### config.mk
export PLATFORM = sky130hd
export DESIGN_NAME = cc1200_apb_regs_fifo_flat
export DESIGN_NICKNAME = d
export VERILOG_FILES = /design/src/rtl/cc1200_apb_regs_fifo_if.sv /design/src/rtl/cc1200_apb_regs_fifo.sv /design/src/flat_wrapper.sv
export SDC_FILE = /design/constraint.sdc
export NUM_CORES = 1
export LEC_CHECK = 0
export CORE_ASPECT_RATIO = 1.4
export CORE_MARGIN = 1.5
export CORE_UTILIZATION = 55
export DETAILED_ROUTE_END_ITERATION = 8
export DONT_BUFFER_PORTS = 1
export GPL_ROUTABILITY_DRIVEN = 0
export GPL_TIMING_DRIVEN = 0
export PLACE_DENSITY = 0.66
export SYNTH_ARGS = -nofsm -noshare
export SYNTH_HDL_FRONTEND = slang
export SYNTH_SLANG_ARGS = --single-unit
### constraint.sdc
create_clock -name clk -period 12.5 [get_ports clk]
set_input_delay 3.75 -clock clk [delete_from_list [all_inputs] [get_ports clk]]
set_output_delay 3.75 -clock clk [all_outputs]
set_load 0.02 [all_outputs]
### src/rtl/cc1200_apb_regs_fifo_if.sv
//==============================================================================
// Module  : cc1200_apb_regs_fifo_if
// APB3 bus bundle between the PS APB bridge (master) and the CC1200 register block.
// Revision: 1.0
//==============================================================================
`default_nettype none

interface cc1200_apb_regs_fifo_if;
  logic [7:0]  paddr;
  logic        psel;
  logic        penable;
  logic        pwrite;
  logic [31:0] pwdata;
  logic [31:0] prdata;
  logic        pready;
  logic        pslverr;

  modport master (
    output paddr, psel, penable, pwrite, pwdata,
    input  prdata, pready, pslverr
  );

  modport slave (
    input  paddr, psel, penable, pwrite, pwdata,
    output prdata, pready, pslverr
  );
endinterface

`default_nettype wire

### src/rtl/cc1200_apb_regs_fifo.sv
//==============================================================================
// Module  : cc1200_apb_regs_fifo
// APB3 register file with TX/RX FIFOs, START pulse and W1C interrupts for the
// CC1200 SPI/packet core. Define CC1200_APB_SLVERR_EN to enable pslverr.
// Revision: 1.0
//==============================================================================
`default_nettype none

module cc1200_apb_regs_fifo #(
  parameter int GPIO_W = 4,
  parameter int TXF_AW = 4,
  parameter int RXF_AW = 4
) (
  input  logic                clk,
  input  logic                rst,
  cc1200_apb_regs_fifo_if.slave apb,
  output logic                start,
  input  logic                busy,
  output logic                trans,
  output logic                receive,
  output logic [3:0]          wr,
  output logic [15:0]         clk_div,
  output logic [7:0]          tx_pkt_size,
  output logic [7:0]          rx_pkt_size,
  output logic [15:0]         tx_wait,
  output logic [GPIO_W-1:0]   gpio_oe,
  output logic [GPIO_W-1:0]   gpio_out,
  input  logic [GPIO_W-1:0]   gpio_in,
  input  logic                tx_rd_en,
  output logic [31:0]         tx_rd_data,
  output logic                tx_empty,
  input  logic                rx_wr_en,
  input  logic [31:0]         rx_wr_data,
  output logic                rx_full,
  output logic                irq
);
  localparam int       c_TX_DEPTH = 2**TXF_AW;
  localparam int       c_RX_DEPTH = 2**RXF_AW;
  localparam bit [5:0] c_A_CTRL = 6'd0,  c_A_STATUS = 6'd1,  c_A_TXDATA = 6'd2,  c_A_RXDATA = 6'd3;
  localparam bit [5:0] c_A_WR   = 6'd4,  c_A_CLKDIV = 6'd5,  c_A_GPOE   = 6'd6,  c_A_GPOUT  = 6'd7;
  localparam bit [5:0] c_A_GPIN = 6'd8,  c_A_TXPKT  = 6'd9,  c_A_RXPKT  = 6'd10, c_A_TXWAIT = 6'd11;
  localparam bit [5:0] c_A_ISTAT = 6'd12, c_A_IMASK = 6'd13;

  logic              r_pready, r_start, r_trans, r_receive, r_busy, r_tx_empty_q, r_rx_empty_q;
  logic [3:0]        r_wr;
  logic [15:0]       r_clk_div, r_tx_wait;
  logic [7:0]        r_tx_pkt, r_rx_pkt;
  logic [GPIO_W-1:0] r_gpio_oe, r_gpio_out;
  logic [4:0]        r_irq_stat, r_irq_mask;
  logic [31:0]       r_tx_mem [c_TX_DEPTH];
  logic [31:0]       r_rx_mem [c_RX_DEPTH];
  logic [TXF_AW:0]   r_tx_wp, r_tx_rp;
  logic [RXF_AW:0]   r_rx_wp, r_rx_rp;

  logic [5:0]  w_idx;
  logic        w_commit, w_err, w_wr, w_rd, w_unused;
  logic        w_tx_empty, w_tx_full, w_rx_empty, w_rx_full;
  logic        w_tx_push_req, w_tx_push, w_tx_pop, w_tx_ovf;
  logic        w_rx_pop_req, w_rx_push, w_rx_pop, w_rx_ovf;
  logic [TXF_AW:0] w_tx_level;
  logic [RXF_AW:0] w_rx_level;
  logic [4:0]  w_events, w_w1c;
  logic [31:0] w_rdata;

  assign w_idx    = apb.paddr[7:2];
  assign w_commit = apb.psel & apb.penable & r_pready;
  assign w_unused = ^{apb.paddr[1:0], apb.pwdata[31:16]};

`ifdef CC1200_APB_SLVERR_EN
  assign w_err = r_pready & ((w_idx > c_A_IMASK)
               | (apb.pwrite & (w_idx == c_A_STATUS | w_idx == c_A_RXDATA | w_idx == c_A_GPIN))
               | (apb.pwrite & (w_idx == c_A_TXDATA) & w_tx_full)
               | (~apb.pwrite & (w_idx == c_A_RXDATA) & w_rx_empty));
  assign apb.pslverr = w_err;
`else
  assign w_err       = 1'b0;
  assign apb.pslverr = 1'b0;
`endif

  assign w_wr = w_commit & apb.pwrite & ~w_err;
  assign w_rd = w_commit & ~apb.pwrite & ~w_err;

  // Full/empty come from AW+1-bit pointers; simultaneous push+pop always both proceed.
  assign w_tx_level    = r_tx_wp - r_tx_rp;
  assign w_tx_empty    = (r_tx_wp == r_tx_rp);
  assign w_tx_full     = (r_tx_wp[TXF_AW] != r_tx_rp[TXF_AW]) && (r_tx_wp[TXF_AW-1:0] == r_tx_rp[TXF_AW-1:0]);
  assign w_tx_push_req = w_wr & (w_idx == c_A_TXDATA);
  assign w_tx_push     = w_tx_push_req & (~w_tx_full | tx_rd_en);
  assign w_tx_pop      = tx_rd_en & (~w_tx_empty | w_tx_push_req);
  assign w_tx_ovf      = w_tx_push_req & w_tx_full & ~tx_rd_en;

  assign w_rx_level    = r_rx_wp - r_rx_rp;
  assign w_rx_empty    = (r_rx_wp == r_rx_rp);
  assign w_rx_full     = (r_rx_wp[RXF_AW] != r_rx_rp[RXF_AW]) && (r_rx_wp[RXF_AW-1:0] == r_rx_rp[RXF_AW-1:0]);
  assign w_rx_pop_req  = w_rd & (w_idx == c_A_RXDATA);
  assign w_rx_push     = rx_wr_en & (~w_rx_full | w_rx_pop_req);
  assign w_rx_pop      = w_rx_pop_req & (~w_rx_empty | rx_wr_en);
  assign w_rx_ovf      = rx_wr_en & w_rx_full & ~w_rx_pop_req;

  assign w_events = {w_rx_ovf, w_tx_ovf, r_rx_empty_q & ~w_rx_empty, ~r_tx_empty_q & w_tx_empty, r_busy & ~busy};
  assign w_w1c    = (w_wr && w_idx == c_A_ISTAT) ? apb.pwdata[4:0] : 5'd0;

  always_comb begin
    w_rdata = 32'd0;
    case (w_idx)
      c_A_CTRL:   w_rdata = {29'd0, r_receive, r_trans, 1'b0};
      c_A_STATUS: w_rdata = {11'd0, 5'(w_rx_level), 3'd0, 5'(w_tx_level), 3'd0,
                             w_rx_full, w_rx_empty, w_tx_full, w_tx_empty, busy};
      c_A_RXDATA: w_rdata = w_rx_empty ? 32'd0 : r_rx_mem[r_rx_rp[RXF_AW-1:0]];
      c_A_WR:     w_rdata = {28'd0, r_wr};
      c_A_CLKDIV: w_rdata = {16'd0, r_clk_div};
      c_A_GPOE:   w_rdata = 32'(r_gpio_oe);
      c_A_GPOUT:  w_rdata = 32'(r_gpio_out);
      c_A_GPIN:   w_rdata = 32'(gpio_in);
      c_A_TXPKT:  w_rdata = {24'd0, r_tx_pkt};
      c_A_RXPKT:  w_rdata = {24'd0, r_rx_pkt};
      c_A_TXWAIT: w_rdata = {16'd0, r_tx_wait};
      c_A_ISTAT:  w_rdata = {27'd0, r_irq_stat};
      c_A_IMASK:  w_rdata = {27'd0, r_irq_mask};
      default:    w_rdata = 32'd0;
    endcase
  end

  always_ff @(posedge clk or posedge rst) begin
    if (rst) begin
      r_pready <= 1'b0;  r_start <= 1'b0;  r_trans <= 1'b0;  r_receive <= 1'b0;
      r_wr <= '0;  r_clk_div <= '0;  r_tx_wait <= '0;  r_tx_pkt <= '0;  r_rx_pkt <= '0;
      r_gpio_oe <= '0;  r_gpio_out <= '0;  r_irq_stat <= '0;  r_irq_mask <= '0;
      r_tx_wp <= '0;  r_tx_rp <= '0;  r_rx_wp <= '0;  r_rx_rp <= '0;
      r_busy <= 1'b0;  r_tx_empty_q <= 1'b1;  r_rx_empty_q <= 1'b1;
    end else begin
      r_pready     <= apb.psel & apb.penable & ~r_pready;
      r_start      <= w_wr & (w_idx == c_A_CTRL) & apb.pwdata[0];
      r_busy       <= busy;
      r_tx_empty_q <= w_tx_empty;
      r_rx_empty_q <= w_rx_empty;
      r_irq_stat   <= (r_irq_stat & ~w_w1c) | w_events;
      if (w_tx_push) r_tx_wp <= r_tx_wp + 1'b1;
      if (w_tx_pop)  r_tx_rp <= r_tx_rp + 1'b1;
      if (w_rx_push) r_rx_wp <= r_rx_wp + 1'b1;
      if (w_rx_pop)  r_rx_rp <= r_rx_rp + 1'b1;
      if (w_wr) begin
        case (w_idx)
          c_A_CTRL:   begin r_trans <= apb.pwdata[1]; r_receive <= apb.pwdata[2]; end
          c_A_WR:     r_wr       <= apb.pwdata[3:0];
          c_A_CLKDIV: r_clk_div  <= apb.pwdata[15:0];
          c_A_GPOE:   r_gpio_oe  <= apb.pwdata[GPIO_W-1:0];
          c_A_GPOUT:  r_gpio_out <= apb.pwdata[GPIO_W-1:0];
          c_A_TXPKT:  r_tx_pkt   <= apb.pwdata[7:0];
          c_A_RXPKT:  r_rx_pkt   <= apb.pwdata[7:0];
          c_A_TXWAIT: r_tx_wait  <= apb.pwdata[15:0];
          c_A_IMASK:  r_irq_mask <= apb.pwdata[4:0];
          default:    ;
        endcase
      end
    end
  end

  // FIFO storage is deliberately left out of reset.
  always_ff @(posedge clk) begin
    if (w_tx_push) r_tx_mem[r_tx_wp[TXF_AW-1:0]] <= apb.pwdata;
    if (w_rx_push) r_rx_mem[r_rx_wp[RXF_AW-1:0]] <= rx_wr_data;
  end

  assign apb.pready  = r_pready;
  assign apb.prdata  = w_rdata;
  assign start       = r_start;
  assign trans       = r_trans;
  assign receive     = r_receive;
  assign wr          = r_wr;
  assign clk_div     = r_clk_div;
  assign tx_pkt_size = r_tx_pkt;
  assign rx_pkt_size = r_rx_pkt;
  assign tx_wait     = r_tx_wait;
  assign gpio_oe     = r_gpio_oe;
  assign gpio_out    = r_gpio_out;
  assign tx_rd_data  = r_tx_mem[r_tx_rp[TXF_AW-1:0]];
  assign tx_empty    = w_tx_empty;
  assign rx_full     = w_rx_full;
  assign irq         = |(r_irq_stat & r_irq_mask);
endmodule

`default_nettype wire

### src/flat_wrapper.sv
// flat-port wrapper written by rule: the top's interface ports become plain ports
module cc1200_apb_regs_fifo_flat 
#(
  parameter int GPIO_W = 4,
  parameter int TXF_AW = 4,
  parameter int RXF_AW = 4
)
  (clk, rst, start, busy, trans, receive, wr, clk_div, tx_pkt_size, rx_pkt_size, tx_wait, gpio_oe, gpio_out, gpio_in, tx_rd_en, tx_rd_data, tx_empty, rx_wr_en, rx_wr_data, rx_full, irq, apb_paddr, apb_psel, apb_penable, apb_pwrite, apb_pwdata, apb_prdata, apb_pready, apb_pslverr);
  cc1200_apb_regs_fifo_if apb_i ();
  input  logic clk;
  input  logic rst;
  output logic start;
  input  logic busy;
  output logic trans;
  output logic receive;
  output logic [3:0] wr;
  output logic [15:0] clk_div;
  output logic [7:0] tx_pkt_size;
  output logic [7:0] rx_pkt_size;
  output logic [15:0] tx_wait;
  output logic [GPIO_W-1:0] gpio_oe;
  output logic [GPIO_W-1:0] gpio_out;
  input  logic [GPIO_W-1:0] gpio_in;
  input  logic tx_rd_en;
  output logic [31:0] tx_rd_data;
  output logic tx_empty;
  input  logic rx_wr_en;
  input  logic [31:0] rx_wr_data;
  output logic rx_full;
  output logic irq;
  input wire logic [$bits(apb_i.paddr)-1:0] apb_paddr;
  input wire logic [$bits(apb_i.psel)-1:0] apb_psel;
  input wire logic [$bits(apb_i.penable)-1:0] apb_penable;
  input wire logic [$bits(apb_i.pwrite)-1:0] apb_pwrite;
  input wire logic [$bits(apb_i.pwdata)-1:0] apb_pwdata;
  output wire logic [$bits(apb_i.prdata)-1:0] apb_prdata;
  output wire logic [$bits(apb_i.pready)-1:0] apb_pready;
  output wire logic [$bits(apb_i.pslverr)-1:0] apb_pslverr;
  assign apb_i.paddr = apb_paddr;
  assign apb_i.psel = apb_psel;
  assign apb_i.penable = apb_penable;
  assign apb_i.pwrite = apb_pwrite;
  assign apb_i.pwdata = apb_pwdata;
  assign apb_prdata = apb_i.prdata;
  assign apb_pready = apb_i.pready;
  assign apb_pslverr = apb_i.pslverr;
  cc1200_apb_regs_fifo #(.GPIO_W(GPIO_W), .TXF_AW(TXF_AW), .RXF_AW(RXF_AW)) u_core (.clk(clk), .rst(rst), .apb(apb_i), .start(start), .busy(busy), .trans(trans), .receive(receive), .wr(wr), .clk_div(clk_div), .tx_pkt_size(tx_pkt_size), .rx_pkt_size(rx_pkt_size), .tx_wait(tx_wait), .gpio_oe(gpio_oe), .gpio_out(gpio_out), .gpio_in(gpio_in), .tx_rd_en(tx_rd_en), .tx_rd_data(tx_rd_data), .tx_empty(tx_empty), .rx_wr_en(rx_wr_en), .rx_wr_data(rx_wr_data), .rx_full(rx_full), .irq(irq));
endmodule
Word-level counts from Yosys, hierarchy flattened
Memories as Yosys holds them, arrays and structs flattened.
Cells that the tools add are included.
{ "word_totals": {"register_bits": 97, "latch_bits": 0, "ram_bits": 1024, "rom_bits": 0, "in_bits": 84, "output_inout_bits": 132, "wordCells": 106, "n_memories": 2} }
{ "mem_list": {"columns": ["memory", "depth", "word_bits", "rd", "rd_ports_with_merged_regs", "wr", "line", "rtl"], "rows": [
  ["u_core.r_rx_mem", 16, 32, 1, 0, 1, "cc1200_apb_regs_fifo.sv:51", "logic [31:0] r_rx_mem [c_RX_DEPTH];"],
  ["u_core.r_tx_mem", 16, 32, 1, 0, 1, "cc1200_apb_regs_fifo.sv:50", "logic [31:0] r_tx_mem [c_TX_DEPTH];"]
]} }
{ "op_classes": {"n_addsub": 6, "n_mul": 0, "n_div": 0, "n_lt_le_gt_ge": 0, "eq_ne": 19, "n_shift": 0, "muxes": 7, "bitwise": 38, "reduce_logical": 14} }
{ "op_table": {"columns": ["cell", "count"], "rows": [
  ["$pmux 32 s13", 1],
  ["$eq 6x4->1 const B", 6],
  ["$mux 32", 1],
  ["$eq 6x3->1 const B", 4],
  ["$add 5x1->5 const B", 4],
  ["$and 1x1->1", 20],
  ["$reduce_and 2->1", 9],
  ["$eq 6x2->1 const B", 2],
  ["$and 5x5->5", 2],
  ["$eq 5x5->1", 2],
  ["$not 1->1", 10],
  ["$sub 5x5->5", 2],
  ["$eq 4x4->1", 2],
  ["$eq 6x1->1 const B", 1],
  ["$logic_not 6->1", 1],
  ["$mux 5", 1],
  ["$not 5->5", 1],
  ["$or 5x5->5", 1],
  ["$reduce_or 5->1", 1],
  ["$mux 1", 4],
  ["$or 1x1->1", 4],
  ["$logic_and 1x1->1", 3],
  ["$ne 1x1->1", 2]
]} }

Longest topological paths before layout
{ "logic_depth": {"depth_word": 8, "mapped_depth": 10} }

Least setup slack after synthesis
Ideal clock, no wire load.
{ "synth_path": {"kind": "input -> output", "from": "input port apb_paddr[5]", "to": "output port apb_prdata[12]", "t_arrival_ns": 5.755, "slack_ns": 2.995, "path_stages": 6, "path_buffers": 3, "path_cell_list": "buf_6 or4_4 buf_6 a211o_1 buf_2 o41ai_1"} }
{ "synth_between": {"elab_chain_cells": 2, "word_cells_on_any_way": 14, "classes_between": "eq/ne (12); mux (1); reduce/logical (1)"} }
{ "synth_lines": {"columns": ["item", "line", "rtl"], "rows": [
  ["from (decl)", "flat_wrapper.sv:31", "input wire logic [$bits(apb_i.paddr)-1:0] apb_paddr;"],
  ["$eq 6x4->1 (tied with other cells)", "cc1200_apb_regs_fifo.sv:105", "case (w_idx)"],
  ["$pmux 32 s13 *", "cc1200_apb_regs_fifo.sv:105", null],
  ["to (decl)", "flat_wrapper.sv:36", "output wire logic [$bits(apb_i.prdata)-1:0] apb_prdata;"]
]} }
Every way passes the cells marked *; elsewhere a longest branch is shown, timed or not.

Worst setup path in the final report
{ "layout_path": {"from": "input port apb_paddr[5]", "to": "output port apb_prdata[23]"} }
Same word-level chain as after synthesis.

==> metrics.cfg <==
[route]
drt_iter0_markers = 1923
wl_per_cell_um = 32.5
vias = 21100
drc = 0
avgViaCountPerCell = 6.36
ant_nets = 0
routed_wl_um = 108000
detail_route.first_pass.iterations = 5

[timing]
maxSlewHeadroom_pct = 15.9
tightest_slew_ns = 1.26
max_freq_ghz = 0.0984
setup_viol = 0
fin_crit_ns = 10.16
final_hold_viol_count = 0
rsz0062_at_grt = false
final.setup.tns_ns = 0
slew_viol_final = 0
fin_skew_ns = 0.0311
fin_crit_sh_pct = 81.3

[setup_path]
cp-startpoint = apb_paddr[5]
critPathRequiredTime_ns = 8.75
reg2regPathDepth = 12
crit_buf_inv = 4
crit_slowest_cell = a211oi_1
critical-path-top-delay-family = compound AO/OA/AOI/OAI gates
worst_ep_arrival_time_ns = 6.41
critPathMostFrequentCell = buf_6
worst-setup-path-type = in -> out
crit_path_end_kind = output port
timing.rr.start = u_core.r_tx_rp[1]
crit_path_start_kind = input port
cp.depth = 7
cp_cell_sequence = buf_6 -> or4_4 -> buf_6 -> a211o_1 -> buf_2 -> clkbuf_1 -> a211oi_1
cp_slowest_stage_delay_ns = 0.91
worstReg2RegEnd = u_core.r_tx_mem[0][16]
critPathMaxFanout = 10
r2r_setup_slack_ns = 7.18

[yosys]
async_flop_share_pct = 8.65
synth_edf_count = 1024
syn_nets = 2136
yosys_register_bits = 1121
netlist_instances = 2032
synthTopCellsByCount = edfxtp_1 (1024), mux4_2 (281), dfrtp_1 (95)
synthTopCellsByArea = edfxtp_1 (70%), mux4_2 (14%), dfrtp_1 (5.4%)
ys_warn_count = 0
synth_flop_cell = edfxtp_1
synth_top_area_share_pct = 70.0
synth_area_um2 = 43900
syn_avg_cell_area_um2 = 21.6
yosysTopAreaCell = edfxtp_1
synth_seq_area_share_pct = 75.6
synth.most_common_cell = edfxtp_1
yosysUniqueCellTypes = 75

[clocking]
post_cts_buffers = 0
cts_tree = built
clkLatencyLatePin_ns = 0.67
clockRootBuffer = clkbuf_16
clkTransAtPathRegs_ns = 0.06
cts.sinks = 1121
hold_buffers = 0
cts_inserted_buffers = 100
ctsResizeCount = 0
clk_path_buf_depth = 3
htreeDepth = 3

[outcome]
outcome = complete, no violations

[grt]
grt_pass1_vias = 22300
grt_overflow_total = 0
grt_pass1_wl_um = 156000
grt_max_degree = 65
grt_antenna_before_repair = 2
grt.total_usage_pct = 27.1

[power_and_ir_drop]
p_int_mw = 6.70
p_sw_mw = 2.38
worst_ir_drop_vdd_uv = 138
powerDensity_nw_per_um2 = 183
p_leak_nw = 16.2
sequentialPowerShare_pct = 48.0
finalPower_mw = 9.08
p_sw_share_pct = 26.2
power_frac_comb_pct = 18.5
pwr-share-clk_pct = 33.5

[hold_path]
min_path_type = reg -> reg
min-delay-start = u_core.r_busy
whs_path_depth = 1
hold_end = u_core.r_irq_stat[0]

[floorplan]
dieArea_um2 = 81600
start_util_pct = 55.5
die_h_um = 337
die_x_um = 242
rows = 122
core_um2 = 79100
pin_count = 216

[placement]
hpwl_um = 73400
portBuffers = 0

[layout]
seqCellArea_um2 = 33200
drive_gt1_share_pct = 28.0
final_util_pct = 62.7
n_fill_cell = 5485
multiInputGateArea_um2 = 10400
area_delta_synth_final_pct = 13.0
layout.nets = 2291

[flow_run]
maxCapViolCount = 0

-- final cells by class --
type / count / share of cell area [%]
Antenna cell: 1 / 0.00505
Buffer: 103 / 0.936
Clock buffer: 120 / 5.33
Clock inverter: 62 / 1.15
Inverter: 17 / 0.134
Multi-Input combinational cell: 791 / 21.0
Sequential cell: 1121 / 66.9
Tap cell: 1054 / 2.66
Timing Repair Buffer: 53 / 1.91
-- flip-flops by register name, indices dropped and copies added (netlist names) --
register,flops
u_core.gpio_out,4
u_core.apb.pready,1
u_core.wr,4
u_core.tx_wait,16
u_core.rx_pkt_size,8
u_core.trans,1
u_core.clk_div,16
u_core.r_tx_empty_q,1
u_core.r_tx_rp,5
u_core.r_rx_mem,512
u_core.r_rx_empty_q,1
u_core.r_busy,1
u_core.r_tx_mem,512
u_core.r_irq_mask,5
u_core.r_rx_wp,5
u_core.receive,1
u_core.r_tx_wp,5
u_core.r_irq_stat,5
u_core.r_rx_rp,5
u_core.gpio_oe,4
u_core.tx_pkt_size,8
u_core.start,1
-- cells in the final DEF, fill, tap and decap left out, types with 5 or more instances in the layout --
master	n
dfrtp_1	95
o21ai_0	15
clkbuf_1	59
a22oi_1	22
nand2b_1	7
xor2_1	8
ha_1	18
clkinv_2	16
nor3_1	7
buf_6	19
edfxtp_1	1024
a21oi_1	10
xnor2_1	17
nor3_4	5
clkinvlp_4	5
a21o_1	5
nand4_1	14
buf_1	18
o22ai_1	6
buf_2	38
nor2_1	23
mux2_2	69
buf_16	12
inv_1	12
nor3_2	7
nand2_1	78
and3_1	15
a211oi_1	12
buf_4	6
bufinv_16	10
nor2b_1	6
clkinv_1	28
mux4_2	281
nand3_1	16
buf_12	18
nor2_4	23
mux2i_1	56
clkbuf_16	103
-- power groups by stage --
stage / Sequential [mW] / Clock (mW) / Combinational, mW
2_1_floorplan: 4.41 / 0 / 1.19
3_3_place_gp: 4.44 / 0 / 1.61
3_5_place_dp: 4.43 / 0 / 1.71
4_1_cts: 4.35 / 3.09 / 1.72
5_1_grt: 4.36 / 3.22 / 1.77
6_report: 4.36 / 3.04 / 1.68
-- per-layer routing --
metal	up-vias	routed length, µm	share of wire [%]	global-route usage [%]
met5	-	18	0.017	0
met4	2	4190	3.9	11.2
met3	221	8370	7.7	6.75
met2	870	57600	53	48.6
met1	11200	37900	35	31.1
li1	8783	-	-	-
-- cells by family (layout without fill, tap and decap cells) --
| group | Yosys count | after routing | share of synthesized area, % |
|---|---|---|---|
| buf+inv | 120 | 355 | 1.20 |
| xor+xnor | 26 | 26 | 0.536 |
| compound gates | 112 | 112 | 1.90 |
| mux | 410 | 410 | 17.6 |
| fa+ha+maj | 20 | 20 | 0.604 |
| other cells | 1 | 2 | 0.00854 |
| simple gates | 222 | 222 | 2.61 |
| flops | 1121 | 1121 | 75.6 |
-- stage by stage --
stage               hold slack (ns)  setup WS, ns  cell area (µm²)  instances
floorplan                     0.456          2.99            43900       2032
global placement              0.469          1.67            45200       3086
detailed placement            0.487          2.34            46400       3139
CTS                           0.509          2.33            49600       3321
global route                  0.527          2.29            49600       3321
finish                        0.514          2.34            49600       3322
-- worst max path at each step --
stage | slack (ns) | to
6_report | 2.34 | apb_prdata[23]
5_1_grt | 2.29 | apb_prdata[23]
4_1_cts | 2.33 | apb_prdata[23]
3_5_place_dp | 2.34 | apb_prdata[23]
3_3_place_gp | 1.67 | u_core.r_tx_mem[0][22]
2_1_floorplan | 2.99 | apb_prdata[12]
No activity file was read; power rests on OpenSTA's default activity.
